## config.mk

```make
export PLATFORM = sky130hd
export DESIGN_NAME = joypad_port
export DESIGN_NICKNAME = d
export VERILOG_FILES = /design/src/rtl/joypad_port.sv
export SDC_FILE = /design/constraint.sdc
export NUM_CORES = 1
export LEC_CHECK = 0
export ABC_CLOCK_PERIOD_IN_PS = 4300
export BUFFER_PORTS_ARGS = -buffer_cell sky130_fd_sc_hd__buf_2
export CORE_MARGIN = 5
export CORE_UTILIZATION = 55
export CTS_BUF_LIST = sky130_fd_sc_hd__clkbuf_8
export CTS_CLUSTER_SIZE = 28
export DETAILED_ROUTE_END_ITERATION = 8
export MAX_ROUTING_LAYER = met4
export PLACE_DENSITY = 0.8
export SYNTH_ARGS = -nofsm -noshare
export SYNTH_HDL_FRONTEND = slang
export SYNTH_SLANG_ARGS = --single-unit
```

## constraint.sdc

```tcl
create_clock -name clock -period 4.3 [get_ports clock]
set_input_delay 0.86 -clock clock [delete_from_list [all_inputs] [get_ports clock]]
set_output_delay 0.86 -clock clock [all_outputs]
set_load 0.03 [all_outputs]
```

## src/rtl/joypad_port.sv

```systemverilog
// NES controller port at $4016: polls a serial pad and serves strobe/shift reads to the CPU bus.
// Optional JOYPAD_DEBOUNCE_EN: commit only when two consecutive polls agree.
module joypad_port #(
  parameter int unsigned LATCH_TICKS = 12,
  parameter int unsigned PULSE_TICKS = 6,
  parameter int unsigned POLL_TICKS  = 29780
) (
  input  logic        clock,
  input  logic        reset,
  input  logic        clock_en,
  input  logic [15:0] addr,
  input  logic        mem_r_en,
  input  logic [7:0]  w_data,
  output logic [7:0]  r_data,
  output logic        r_hit,
  output logic        pad_latch,
  output logic        pad_pulse,
  input  logic        pad_data,
  output logic [7:0]  buttons
);

  localparam int unsigned MAX_LP = (LATCH_TICKS > PULSE_TICKS) ? LATCH_TICKS : PULSE_TICKS;
  localparam int unsigned MAX_T  = (MAX_LP > POLL_TICKS) ? MAX_LP : POLL_TICKS;
  localparam int unsigned TW     = $clog2(MAX_T) + 1;

  localparam logic [TW-1:0] LATCH_LAST = TW'(LATCH_TICKS - 1);
  localparam logic [TW-1:0] PULSE_LAST = TW'(PULSE_TICKS - 1);
  localparam logic [TW-1:0] POLL_LAST  = TW'(POLL_TICKS - 1);

  typedef enum logic [2:0] {
    S_IDLE,
    S_LATCH,
    S_PULSE_HI,
    S_PULSE_LO,
    S_COMMIT
  } state_t;

  state_t        state_q, state_d;
  logic [TW-1:0] timer_q, timer_d;
  logic [2:0]    bit_q, bit_d;
  logic [7:0]    sample_q, sample_d;
  logic [7:0]    buttons_q, buttons_d;
  logic          latch_q, latch_d;
  logic          pulse_q, pulse_d;
`ifdef JOYPAD_DEBOUNCE_EN
  logic [7:0]    prev_q, prev_d;
`endif

  logic          strobe_q, strobe_d;
  logic [7:0]    shift_q, shift_d;
  logic [7:0]    r_data_q, r_data_d;
  logic          r_hit_q, r_hit_d;
  logic          dec;
  logic          unused_wdata;

  assign dec          = (addr == 16'h4016);
  assign unused_wdata = ^w_data[7:1];

  always_comb begin
    state_d   = state_q;
    timer_d   = timer_q + 1'b1;
    bit_d     = bit_q;
    sample_d  = sample_q;
    buttons_d = buttons_q;
`ifdef JOYPAD_DEBOUNCE_EN
    prev_d    = prev_q;
`endif
    case (state_q)
      S_IDLE: begin
        if (timer_q == POLL_LAST) begin
          state_d = S_LATCH;
          timer_d = '0;
        end
      end
      S_LATCH: begin
        if (timer_q == LATCH_LAST) begin
          state_d     = S_PULSE_HI;
          timer_d     = '0;
          sample_d[0] = ~pad_data;
          bit_d       = 3'd1;
        end
      end
      S_PULSE_HI: begin
        if (timer_q == PULSE_LAST) begin
          state_d = S_PULSE_LO;
          timer_d = '0;
        end
      end
      S_PULSE_LO: begin
        if (timer_q == PULSE_LAST) begin
          timer_d         = '0;
          sample_d[bit_q] = ~pad_data;
          if (bit_q == 3'd7) begin
            state_d = S_COMMIT;
          end else begin
            state_d = S_PULSE_HI;
            bit_d   = bit_q + 3'd1;
          end
        end
      end
      S_COMMIT: begin
        state_d = S_IDLE;
        timer_d = '0;
`ifdef JOYPAD_DEBOUNCE_EN
        if (sample_q == prev_q) buttons_d = sample_q;
        prev_d = sample_q;
`else
        buttons_d = sample_q;
`endif
      end
      default: begin
        state_d = S_IDLE;
        timer_d = '0;
      end
    endcase
    // Pin drives follow the next state so they are registered alongside it.
    latch_d = (state_d == S_LATCH);
    pulse_d = (state_d == S_PULSE_HI);
  end

  always_comb begin
    strobe_d = strobe_q;
    shift_d  = shift_q;
    r_data_d = r_data_q;
    r_hit_d  = 1'b0;
    if (dec && !mem_r_en) strobe_d = w_data[0];
    if (dec && mem_r_en) begin
      r_hit_d  = 1'b1;
      r_data_d = {7'b0100000, shift_q[0]};
    end
    // Strobe reload uses the registered image, so a same-cycle commit shows up one reload later.
    if (strobe_q) begin
      shift_d = buttons_q;
    end else if (dec && mem_r_en) begin
      shift_d = {1'b1, shift_q[7:1]};
    end
  end

  always_ff @(posedge clock) begin
    if (reset) begin
      state_q   <= S_IDLE;
      timer_q   <= '0;
      bit_q     <= '0;
      sample_q  <= '0;
      buttons_q <= '0;
      latch_q   <= 1'b0;
      pulse_q   <= 1'b0;
`ifdef JOYPAD_DEBOUNCE_EN
      prev_q    <= '0;
`endif
      strobe_q  <= 1'b0;
      shift_q   <= '0;
      r_data_q  <= '0;
      r_hit_q   <= 1'b0;
    end else if (clock_en) begin
      state_q   <= state_d;
      timer_q   <= timer_d;
      bit_q     <= bit_d;
      sample_q  <= sample_d;
      buttons_q <= buttons_d;
      latch_q   <= latch_d;
      pulse_q   <= pulse_d;
`ifdef JOYPAD_DEBOUNCE_EN
      prev_q    <= prev_d;
`endif
      strobe_q  <= strobe_d;
      shift_q   <= shift_d;
      r_data_q  <= r_data_d;
      r_hit_q   <= r_hit_d;
    end
  end

  assign r_data    = r_data_q;
  assign r_hit     = r_hit_q;
  assign pad_latch = latch_q;
  assign pad_pulse = pulse_q;
  assign buttons   = buttons_q;

endmodule

```

### Yosys cells after proc, flatten, opt, wreduce, memory -nomap -nowiden

Index checks and enable logic that the tools add are counted.

* flip-flop bits (word level): 52
* input port bits: 29
* output and inout bits: 19
* word-level logic and storage cells: 69

* bitwise operators: 1
* equal/unequal tests: 14
* reductions and logical operators: 15
* add/sub/neg operators: 2
* order comparisons: 2
* multiplexer cells: 23

Operators by type and width (number)
* $mux W16: 3
* $pmux W16 S3: 1
* $eq A16 B15 Y1 const B: 2
* $mux W3: 8
* $add A16 B1 Y16 const B: 1
* $eq A16 B3 Y1 const B: 1
* $eq A16 B4 Y1 const B: 1
* $mux W8: 2
* $pmux W3 S4: 1
* $eq A3 B2 Y1 const B: 3
* $bwmux W8: 1
* $reduce_and A2 Y1: 4
* $eq A3 B1 Y1 const B: 2
* $eq A3 B3 Y1 const B: 2
* $ne A2 B2 Y1 const B: 3
* $pmux W3 S2: 1
* $reduce_and A5 Y1: 1
* $lt A3 B4 Y1 const B: 1
* $mux W1: 4
* $reduce_and A4 Y1: 1
* $reduce_bool A2 Y1: 2
* $add A3 B1 Y3 const B: 1
* $demux W1 S3: 1
* $ge A3 B1 Y1 const B: 1
* other kinds (7): 9

### Longest topological paths before layout

Gate-level depths: netlist of the first run.

* depth after elaboration: 7
* gate-level depth with buffers: 8
* mapped depth without buffers: 8

### Least setup slack after synthesis of the first run

Ideal clock, no wire load.

* path kind: in2reg
* start: in clock_en
* end: reg shift_q[5]
* stages on the path: 8
* slack: 1.676 ns
* path buffers: 2
* data required time: 4.214 ns
* library setup time: 0.086 ns
* arrival: 2.539 ns
* cells stage by stage: clkbuf_1 nor4bb_1 nand4b_1 or3_1 nand2_1 clkbuf_1 nor2_1 a211oi_1

* longest elaborated chain between the ends: 1

Ends and longest elaborated chain
* start: declaration: RTL line 10 `input logic clock_en,`
* $reduce_and A2 Y1 (no source line)
* end signal: assignment: RTL line 167 `shift_q <= shift_d;`
* end: declaration: RTL line 50 `logic [7:0] shift_q, shift_d;`

Every way passes these cells.
A chain may end at the register's enable or synchronous reset.

### Worst setup path after layout of the first run

* start: reg timer_q[6]
* end: reg bit_q[2]

* longest elaborated chain between the ends: 3
* elaborated cells on any way between the ends: 5
* classes of those cells: 4 x eq/ne; 1 x reduce/logical

Ends and longest elaborated chain
* start: declaration: RTL line 39 `logic [TW-1:0] timer_q, timer_d;`
* start signal: assignment: RTL line 157 `timer_q <= timer_d;`
* $eq A16 B3 Y1 / $eq A16 B4 Y1 (equally long branches): RTL line 90, 76
* $ne A2 B2 Y1 (no source line)
* $reduce_and A5 Y1 (no source line) (*)
* end signal: assignment: RTL line 158 `bit_q <= bit_d;`
* end: declaration: RTL line 40 `logic [2:0] bit_q, bit_d;`

Mark *: on every way between the ends. The rest lies on a longest branch, timed or not.

==> impl_results.md, run 1 <==
* Outcome: finished, final reports clean
* Post-Syn Area at 2650 um2
* Setup CP Type: reg2reg
* Initial drt markers at 180
* Worst hold slack at 0.449 ns
* Final ANT Viol Nets at 0
* Worst EP arrival at 2.92 ns
* Die Ht at 79.4 um
* Max cap viols at 0
* Total CTS buffers at 5
* # fillers at 410
* HP Class: reg2reg
* Fmax at 373 MHz
* Fin crit period at 2.68 ns
* Drt pass-1 iters at 5
* WL final at 5480 um
* Vias in the first global route at 2161
* # DRC at 0
* Port bufs at 34
* Most common cell after layout, fill and taps aside: dfxtp_1
* Async set-reset flop share out of synthesis at 0
* Die width at 79.4 um
* WL per Instance at 13.5 um
* CP bufs+invs at 0
* Initial antenna violation count at 0
* Final Cell Area at 2890 um2
* Io pins at 48
* Core area at 4690 um2
* Slowest-stage cell, CP: or4_4
* EDFF count, synth at 0
* Post-cts gate resize count at 0
* Vias at 2371
* Area grow syn2layout at 9.17%
* CTS Hold Bufs at 0
* Root buffer cell: clkbuf_8
* Worst setup EP type: flip-flop
* Fin worst setup slack at 1.62 ns
* Top delay family on crit path: simple AND/OR/NAND/NOR gates
* CTS tree: done
* Dpl cell area at 2800 um2
* Most frequent cells in the layout: 52 x dfxtp_1, 45 x nand2_1, 34 x buf_2
* Final GP Congestion at 0.917
* Sequential share of the synthesized area at 0.393
* Antenna cells at 0
* DR vias/cell at 5.85
* Synth Instances at 326
* FF+latch count, synth at 52
* Setup TNS at 0 ns
* Clock slew at reported path FFs at 0.10 ns
* Crit path max fanout at 7
* # nets final at 383
* H-Tree Depth at 2
* Fin. max-slew vios at 0
* Final hold vios at 0
* Share of cells above drive strength 1 at 0.145
* GRT Resource Usage Total at 0.193
* First-pass GRT wire length at 9750 um
* Clock Path Buffers at 2
* Yosys Warn Count at 0
* CP required at 4.54 ns
* Max incr delay on CP at 0.57 ns
* CTS Sinks at 52
* Slew margin rel. at 0.333
* Tightest Pin Transition at 0.997 ns
* Skew final at 0.00556 ns
* Starting Density at 0.564
* Num rows at 25
* Pwr/cell area at 284 nW/um2
* Pin count of the biggest net entering global routing at 42
* RSZ-0062 raised after global routing: false
* Gr ovfl total at 0
* Syn_area_per_cell at 8.12 um2
* Worst vdd ir at 0.000182 V
* Worst slack, placed at 1.54 ns
* Netlist cell types at 47
* Period utilization at 0.624
* Die footprint at 6300 um2
* Clk_lat worst skew at 0.31 ns
* Top FF cell, synth: dfxtp_1
* # setup viols final at 0
* Lkg Pwr at 1.14 nW
* Crit start category: flip-flop
* Post-CTS setup repair buffer count at 0
* HPWL after detailed placement at 3960 um
* Crit path cell chain: or4_4 -> or4_4 -> or3_1 -> a21oi_1 -> nand4_1 -> a21oi_1
synth_stat cells (3+ instances only):
cell type	count	area, um2
dfxtp_1	52	1040
nand2_1	45	169
nor2_1	30	113
a21oi_1	27	135
nand3_1	20	100
mux2i_1	14	140
clkbuf_1	13	48.8
a211oi_1	12	90.1
inv_1	12	45.0
and3_1	9	56.3
o21ai_0	9	45.0
nor2b_1	8	50.1
buf_4	6	45.0
nor3_1	6	30.0
ha_1	4	50.1
nand4_1	4	25.0
a311oi_1	3	26.3
buf_1	3	11.3
nand2b_1	3	18.8
nor4bb_1	3	30.0
o311ai_0	3	26.3
o31ai_1	3	22.5
or3_1	3	18.8
xor2_1	3	26.3
routing by layer:
layer | track usage | up-vias | wire [um]
met5 | - | - | 0
met1 | 0.248 | 1079 | 2570
met4 | 0.0447 | 0 | 51
met2 | 0.311 | 84 | 2430
li1 | - | 1203 | -
met3 | 0.0451 | 5 | 431
registers in the layout, indices dropped and copies added, names as in the netlist:
signal / flops
r_data: 2
buttons: 8
shift_q: 8
strobe_q: 1
pad_pulse: 1
state_q: 3
bit_q: 3
sample_q: 8
pad_latch: 1
r_hit: 1
timer_q: 16
logic make-up after synthesis:
family | after synthesis | share of synthesized area
compound gates | 70 | 0.173
flops | 52 | 0.393
buf+inv | 35 | 0.0610
xor+xnor | 3 | 0.00993
other cells | 1 | 0.00142
fa+ha+maj | 4 | 0.0189
mux | 14 | 0.0529
simple gates | 147 | 0.289
metrics by stage:
| step | std cells | util | total power, mW |
|---|---|---|---|
| 2_1_floorplan | 331 | - | 0.530 |
| 3_3_place_gp | 397 | 0.596 | 0.541 |
| 3_5_place_dp | 397 | 0.596 | 0.542 |
| 4_1_cts | 405 | 0.616 | 0.828 |
| 5_1_grt | 405 | 0.616 | 0.853 |
| 6_report | 405 | 0.616 | 0.822 |
final cells by class:
cell class | instances | area (um2) | area share
timing repair buffer | 35 | 178 | 0.0615
inverter | 12 | 45.0 | 0.0156
sequential | 52 | 1040 | 0.360
clock buffer | 5 | 68.8 | 0.0238
multi-input combinational | 244 | 1460 | 0.506
tap | 54 | 67.6 | 0.0234
clock inverter | 3 | 26.3 | 0.00909
final timing paths:
kind / from / to / slack (ns) / cells after the start
max: timer_q[6]$_SDFFE_PP0P_ / bit_q[2]$_SDFFE_PP0P_ / 1.62 / 6
min: r_data[6]$_SDFFE_PP0P_ / r_data[6]$_SDFFE_PP0P_ / 0.45 / 2
max reg2reg: timer_q[6]$_SDFFE_PP0P_ / bit_q[2]$_SDFFE_PP0P_ / 1.62 / 6
min reg2reg: r_data[6]$_SDFFE_PP0P_ / r_data[6]$_SDFFE_PP0P_ / 0.45 / 2
tightest hold or removal path: stages, from the launching register on:
cell and delay (ns):
dfxtp_1 0.32, inv_1 0.05, a21oi_1 0.05
where the power goes:
part / switching (mW) / total, mW / internal, mW
sequential: 0.00274 / 0.486 / 0.483
combinational: 0.0302 / 0.0453 / 0.0151
clock: 0.171 / 0.291 / 0.120
total: 0.204 / 0.822 / 0.618
(Power assumes the default switching activity.)
==> run 2: changes to the inputs <==
--- a/config.mk
+++ b/config.mk
@@ -5,7 +5,7 @@
 export SDC_FILE = /design/constraint.sdc
 export NUM_CORES = 1
 export LEC_CHECK = 0
-export ABC_CLOCK_PERIOD_IN_PS = 4300
+export ABC_CLOCK_PERIOD_IN_PS = 2600
 export BUFFER_PORTS_ARGS = -buffer_cell sky130_fd_sc_hd__buf_2
 export CORE_MARGIN = 5
 export CORE_UTILIZATION = 55
==> constraint.sdc (replaced) <==
create_clock -name clock -period 2.6 [get_ports clock]
set_input_delay 0.52 -clock clock [delete_from_list [all_inputs] [get_ports clock]]
set_output_delay 0.52 -clock clock [all_outputs]
set_load 0.03 [all_outputs]
==> run 2 against run 1 <==
Via count up 0.72%. Hold slack better by 0.0084 ns. Count of clock-buffer cells in the layout is the same. Critical path depth is the same. Cell area increased by 2.8%. Clock power increased by 65%. Maximum frequency rose by 8.0%.
==> impl_results.md, run 2 (same netlist as run 1, synthesis figures left out) <==
* Final hold vios at 0 (unchanged)
* GRT Resource Usage Total at 0.204 (+0.0109)
* Most frequent cells in the layout: 52 x dfxtp_1, 45 x nand2_1, 34 x buf_2
* Dpl cell area at 2860 um2 (+2.4%)
* Worst setup EP type: flip-flop
* Max reg flops at 16 (unchanged)
* Gr ovfl total at 0 (unchanged)
* Worst vdd ir at 0.000267 V (+46%)
* Root buffer cell: clkbuf_8
* Final core utilization at 0.633 (+0.0171)
* DR vias/cell at 5.77 (-1.5%)
* Multi-input logic area at 1480 um2 (+0.94%)
* Most common cell after layout, fill and taps aside: dfxtp_1
* # fillers at 419 (+2.2%)
* RSZ-0062 raised after global routing: false
* Crit path cell chain: or4_4 -> or4_4 -> or4b_4 -> a21oi_2 -> nor2_1 -> a311oi_2
* Fin worst setup slack at 0.115 ns (-1.50 ns)
* Hold path depth at 2 (unchanged)
* M3 GR Usage at 0.0440 (-0.00113)
* Total CTS buffers at 5 (unchanged)
* Fin crit period at 2.48 ns (-0.200 ns)
* CTS tree: done
* Io pins at 48 (unchanged)
* Initial antenna violation count at 0 (unchanged)
* HP Class: reg2reg
* Vias in the first global route at 2187 (+1.2%)
* Crit path max fanout at 7 (unchanged)
* Outcome: finished, final reports clean
* Setup CP Type: reg2reg
* Top reg by flops: timer_q
* Area grow syn2layout at 12.2%
* Final GP Congestion at 0.894 (-2.6%)
* Register area at 1040 um2 (unchanged)
* Skew final at 0.00771 ns (+0.00216 ns)
* Die footprint at 6300 um2 (unchanged)
* Cell mode on critical path: or4_4
* Fin. max-slew vios at 0 (unchanged)
* Antenna cells at 0 (unchanged)
* Worst slack, placed at 0.0816 ns (-1.45 ns)
* Slowest-stage cell, CP: or4b_4
* Fmax at 402 MHz (+8.0%)
* M1 GR Usage at 0.251 (+0.00211)
* Worst EP arrival at 2.72 ns (-0.20 ns)
* Pin count of the biggest net entering global routing at 29 (-31%)
* Setup TNS at 0 ns (unchanged)
* Core area at 4690 um2 (unchanged)
* H-Tree Depth at 2 (unchanged)
* Reg2reg path depth at 6 (unchanged)
* Max incr delay on CP at 0.55 ns (-0.02 ns)
* CP required at 2.83 ns (-1.71 ns)
* Clock slew at reported path FFs at 0.10 ns (about the same)
* WL final at 5930 um (+8.0%)
* Worst path depth at 6 (unchanged)
* # nets final at 392 (+2.3%)
* Clk_lat worst skew at 0.31 ns (about the same)
* Die Ht at 79.4 um (unchanged)
* Pwr/cell area at 460 nW/um2 (+62%)
* M2 GR Usage at 0.332 (+0.0219)
* Starting Density at 0.564 (unchanged)
* WL per Instance at 14.3 um (+5.7%)
* First-pass GRT wire length at 10100 um (+3.3%)
* Top delay family on crit path: simple AND/OR/NAND/NOR gates
* # setup viols final at 0 (unchanged)
* Lkg Pwr at 1.19 nW (+3.8%)
* Worst hold slack at 0.457 ns (+0.00844 ns)
* Vias at 2388 (+0.72%)
* HPWL after detailed placement at 4390 um (+11%)
* Crit start category: flip-flop
* Die width at 79.4 um (unchanged)
* Initial drt markers at 185 (+2.8%)
* GR peak layer: met2
* Clock Path Buffers at 2 (unchanged)
* Drt pass-1 iters at 4 (-1)
* Final ANT Viol Nets at 0 (unchanged)
* CP bufs+invs at 0 (unchanged)
* CTS Sinks at 52 (unchanged)
* Port bufs at 34 (unchanged)
* Max cap viols at 0 (unchanged)
* Num rows at 25 (unchanged)
* Share of cells above drive strength 1 at 0.175 (+0.0297)
* Period utilization at 0.956 (+0.331)
* Final Cell Area at 2970 um2 (+2.8%)
* # DRC at 0 (unchanged)
==> run 2: changes by cell type in the layout (fill, tap and decap cells not counted), sizes merged <==
cell      change
buf           +9
clkinv        -1
clkinvlp      +1
==> run 2: where the power goes <==
group	internal, mW	switching, mW
Sequential	0.799	0.00368
Combinational	0.0303	0.0529
Clock	0.197	0.284
Total	1.03	0.341
==> run 2: area by class of cell <==
cell class / count / area share
multi-input combinational: 244 / 0.497
clock buffer: 5 / 0.0232
inverter: 12 / 0.0152
sequential: 52 / 0.350
timing repair buffer: 44 / 0.0826
tap: 54 / 0.0227
clock inverter: 3 / 0.00842
==> run 2: final timing paths <==
path                       startpoint                      to  slack [ns]
max reg2reg  timer_q[12]$_SDFFE_PP0P_  pad_pulse$_SDFFE_PP0P_        0.12
min reg2reg    r_data[6]$_SDFFE_PP0P_  r_data[6]$_SDFFE_PP0P_        0.46
max          timer_q[12]$_SDFFE_PP0P_  pad_pulse$_SDFFE_PP0P_        0.12
min            r_data[6]$_SDFFE_PP0P_  r_data[6]$_SDFFE_PP0P_        0.46
==> run 2: worst reg2reg max path, delay by kind of cell (launching register included) <==
kind	cells	cell delay, ns
AOI/OAI and AO/OA	2	0.38
and+or+nand+nor	4	1.66
DFF	1	0.37
==> run 2: routing by layer <==
layer  routed length, um  vias up
met5                   0        -
met4                  76        0
met3                 359        6
met2                2770       59
met1                2720     1098
li1                    -     1225
==> run 2: metrics by stage <==
stage / instances / total power [mW]
floorplan: 331 / 0.876
global placement: 406 / 0.902
detailed placement: 406 / 0.903
CTS: 414 / 1.38
global route: 414 / 1.42
finish: 414 / 1.37
==> run 2: repair_timing <==
action,4_1_cts,5_1_grt
setup endpoints to repair,0,5
setup buffers,0,0
hold buffers,0,0
gates resized for setup,0,3
==> run 3: changes to the inputs <==
--- a/config.mk
+++ b/config.mk
@@ -5,7 +5,7 @@
 export SDC_FILE = /design/constraint.sdc
 export NUM_CORES = 1
 export LEC_CHECK = 0
-export ABC_CLOCK_PERIOD_IN_PS = 2600
+export ABC_CLOCK_PERIOD_IN_PS = 2700
 export BUFFER_PORTS_ARGS = -buffer_cell sky130_fd_sc_hd__buf_2
 export CORE_MARGIN = 5
 export CORE_UTILIZATION = 55
==> constraint.sdc (replaced) <==
create_clock -name clock -period 2.7 [get_ports clock]
set_input_delay 0.54 -clock clock [delete_from_list [all_inputs] [get_ports clock]]
set_output_delay 0.54 -clock clock [all_outputs]
set_load 0.03 [all_outputs]
==> run 3 against run 2 <==
Maximum frequency is 2.9% lower. Sequential power is 3.6% lower. Combinational power is 7.6% lower. Global-route usage is 0.62 points lower. Cell count is 0.97% lower. Largest cell class unchanged. Largest power group unchanged.
==> impl_results.md, run 3 (same netlist as run 1, synthesis figures left out) <==
* Fmax at 391 MHz (-2.9%)
* Sequential power share at 0.588 (about the same)
* Post-CTS setup repair buffer count at 0 (unchanged)
* Gate power share at 0.058 (-0.003)
* Top reg by flops: timer_q
* Dpl cell area at 2830 um2 (-1.0%)
* Io pins at 48 (unchanged)
* Reg2reg path depth at 6 (unchanged)
* Lkg Pwr at 1.17 nW (-1.8%)
* Gr ovfl total at 0 (unchanged)
* First-pass GRT wire length at 9860 um (-2.1%)
* Crit path max fanout at 7 (unchanged)
* Crit start category: flip-flop
* HPWL after detailed placement at 4230 um (-3.8%)
* Port bufs at 34 (unchanged)
* # fillers at 420 (+0.24%)
* Starting Density at 0.564 (unchanged)
* Max reg flops at 16 (unchanged)
* Switching pwr at 329 uW (-3.3%)
* # DRC at 0 (unchanged)
* WL per Instance at 14.5 um (+1.1%)
* Pwr/cell area at 448 nW/um2 (-2.5%)
* Top delay family on crit path: simple AND/OR/NAND/NOR gates
* RSZ-0062 raised after global routing: false
* Die footprint at 6300 um2 (unchanged)
* Clock power share at 0.353 (about the same)
* Worst EP arrival at 2.79 ns (+0.07 ns)
* Clock Path Buffers at 2 (unchanged)
* Worst path depth at 6 (unchanged)
* Outcome: finished, final reports clean
* Final hold vios at 0 (unchanged)
* Setup TNS at 0 ns (unchanged)
* WL final at 5930 um (about the same)
* Fin crit period at 2.56 ns (+0.0746 ns)
* CTS Sinks at 52 (unchanged)
* Max cap viols at 0 (unchanged)
* Total internal power at 985 uW (-3.9%)
* Vias at 2393 (+0.21%)
* Origin of the critical flop-to-flop path: timer_q[6]$_SDFFE_PP0P_
* Worst vdd ir at 0.000237 V (-11%)
* Clock slew at reported path FFs at 0.10 ns (about the same)
* Most frequent cells in the layout: 51 x dfxtp_1, 45 x nand2_1, 34 x buf_2
* Area grow syn2layout at 10.7%
* Fin. max-slew vios at 0 (unchanged)
* CP bufs+invs at 0 (unchanged)
* CP required at 2.93 ns (+0.10 ns)
* Period utilization at 0.948 (-0.00776)
* Clk_lat worst skew at 0.31 ns (about the same)
* Pin count of the biggest net entering global routing at 29 (unchanged)
* Cell mode on critical path: or4_4
* Initial antenna violation count at 0 (unchanged)
* Worst setup EP type: flip-flop
* Die Ht at 79.4 um (unchanged)
* Switching Fraction at 0.251 (+0.00132)
* Worst R2R Setup Slack at 0.14 ns (+0.03 ns)
* # setup viols final at 0 (unchanged)
* Die width at 79.4 um (unchanged)
* Initial drt markers at 176 (-4.9%)
* GRT Resource Usage Total at 0.198 (-0.00617)
* Core area at 4690 um2 (unchanged)
* Antenna cells at 0 (unchanged)
* Crit path cell chain: or4_4 -> or4_4 -> or4b_4 -> a21oi_2 -> nor2_1 -> a311oi_2
* Setup CP Type: reg2reg
* Final GP Congestion at 0.896 (+0.28%)
* Vias in the first global route at 2173 (-0.64%)
* Final ANT Viol Nets at 0 (unchanged)
* Hold endpoint: r_data[6]$_SDFFE_PP0P_
* Slowest-stage cell, CP: or4b_4
* Num rows at 25 (unchanged)
* Share of cells above drive strength 1 at 0.163 (-0.0121)
* Drt pass-1 iters at 4 (unchanged)
* Crit Reg-Reg Endpoint: pad_pulse$_SDFFE_PP0P_
* Total CTS buffers at 5 (unchanged)
* Skew final at 0.00666 ns (-0.00106 ns)
* Final Cell Area at 2930 um2 (-1.3%)
* # nets final at 388 (-1.0%)
* CTS Hold Bufs at 0 (unchanged)
* HP Class: reg2reg
* Max incr delay on CP at 0.55 ns (about the same)
* Hold path depth at 2 (unchanged)
* Root buffer cell: clkbuf_8
* Final core utilization at 0.625 (-0.00827)
* H-Tree Depth at 2 (unchanged)
* DR vias/cell at 5.84 (+1.2%)
* Post-cts gate resize count at 0 (unchanged)
* CTS tree: done
* Most common cell after layout, fill and taps aside: dfxtp_1
* Hold Crit Start: r_data[6]$_SDFFE_PP0P_
* CP Launch Point: timer_q[6]$_SDFFE_PP0P_
run 3: how the worst max path moves through the flow:
stage | end | slack, ns
after floorplan | pad_pulse$_SDFFE_PP0P_ | 0.19
after global placement | pad_pulse$_SDFFE_PP0P_ | 0.19
after detailed placement | pad_pulse$_SDFFE_PP0P_ | 0.11
after CTS | pad_pulse$_SDFFE_PP0P_ | 0.1
after global routing | pad_pulse$_SDFFE_PP0P_ | 0.03
final | pad_pulse$_SDFFE_PP0P_ | 0.14
run 3: metal layers:
metal,track usage,share of wire,vias up
met2,0.323,0.47,80
met4,0.0722,0.012,0
met3,0.0451,0.072,6
li1,-,-,1215
met1,0.240,0.45,1092
met5,-,0,-
run 3: layout make-up:
class | count | area [um2] | area share
repair buffers | 40 | 215 | 0.0734
clock buffers | 5 | 68.8 | 0.0235
flip-flops and latches | 52 | 1040 | 0.356
inverters | 12 | 45.0 | 0.0154
well taps | 54 | 67.6 | 0.0230
multi-input cells | 244 | 1470 | 0.501
clock inverters | 3 | 25.0 | 0.00854
run 3: worst register-to-register path: stages, from the launching register on:
cell and delay [ns]:
dfxtp_2 0.37, or4_4 0.54, or4_4 0.54, or4b_4 0.55, a21oi_2 0.17, nor2_1 0.06
a311oi_2 0.24
run 3: power groups by stage:
| stage | clock network, mW | registers [mW] | logic, mW |
|---|---|---|---|
| 6_report | 0.465 | 0.773 | 0.0769 |
| 5_1_grt | 0.509 | 0.774 | 0.0847 |
| 4_1_cts | 0.475 | 0.773 | 0.0769 |
| 3_5_place_dp | 0 | 0.791 | 0.0762 |
| 3_3_place_gp | 0 | 0.791 | 0.0747 |
| 2_1_floorplan | 0 | 0.789 | 0.0543 |
run 3: metrics by stage:
step / hold slack, ns / std cells / worst slack (ns) / total power, mW
detailed placement: 0.442 / 402 / 0.115 / 0.867
finish: 0.455 / 410 / 0.141 / 1.31
global placement: 0.431 / 402 / 0.185 / 0.866
floorplan: 0.428 / 331 / 0.187 / 0.844
global route: 0.478 / 410 / 0.0260 / 1.37
CTS: 0.457 / 410 / 0.0985 / 1.32
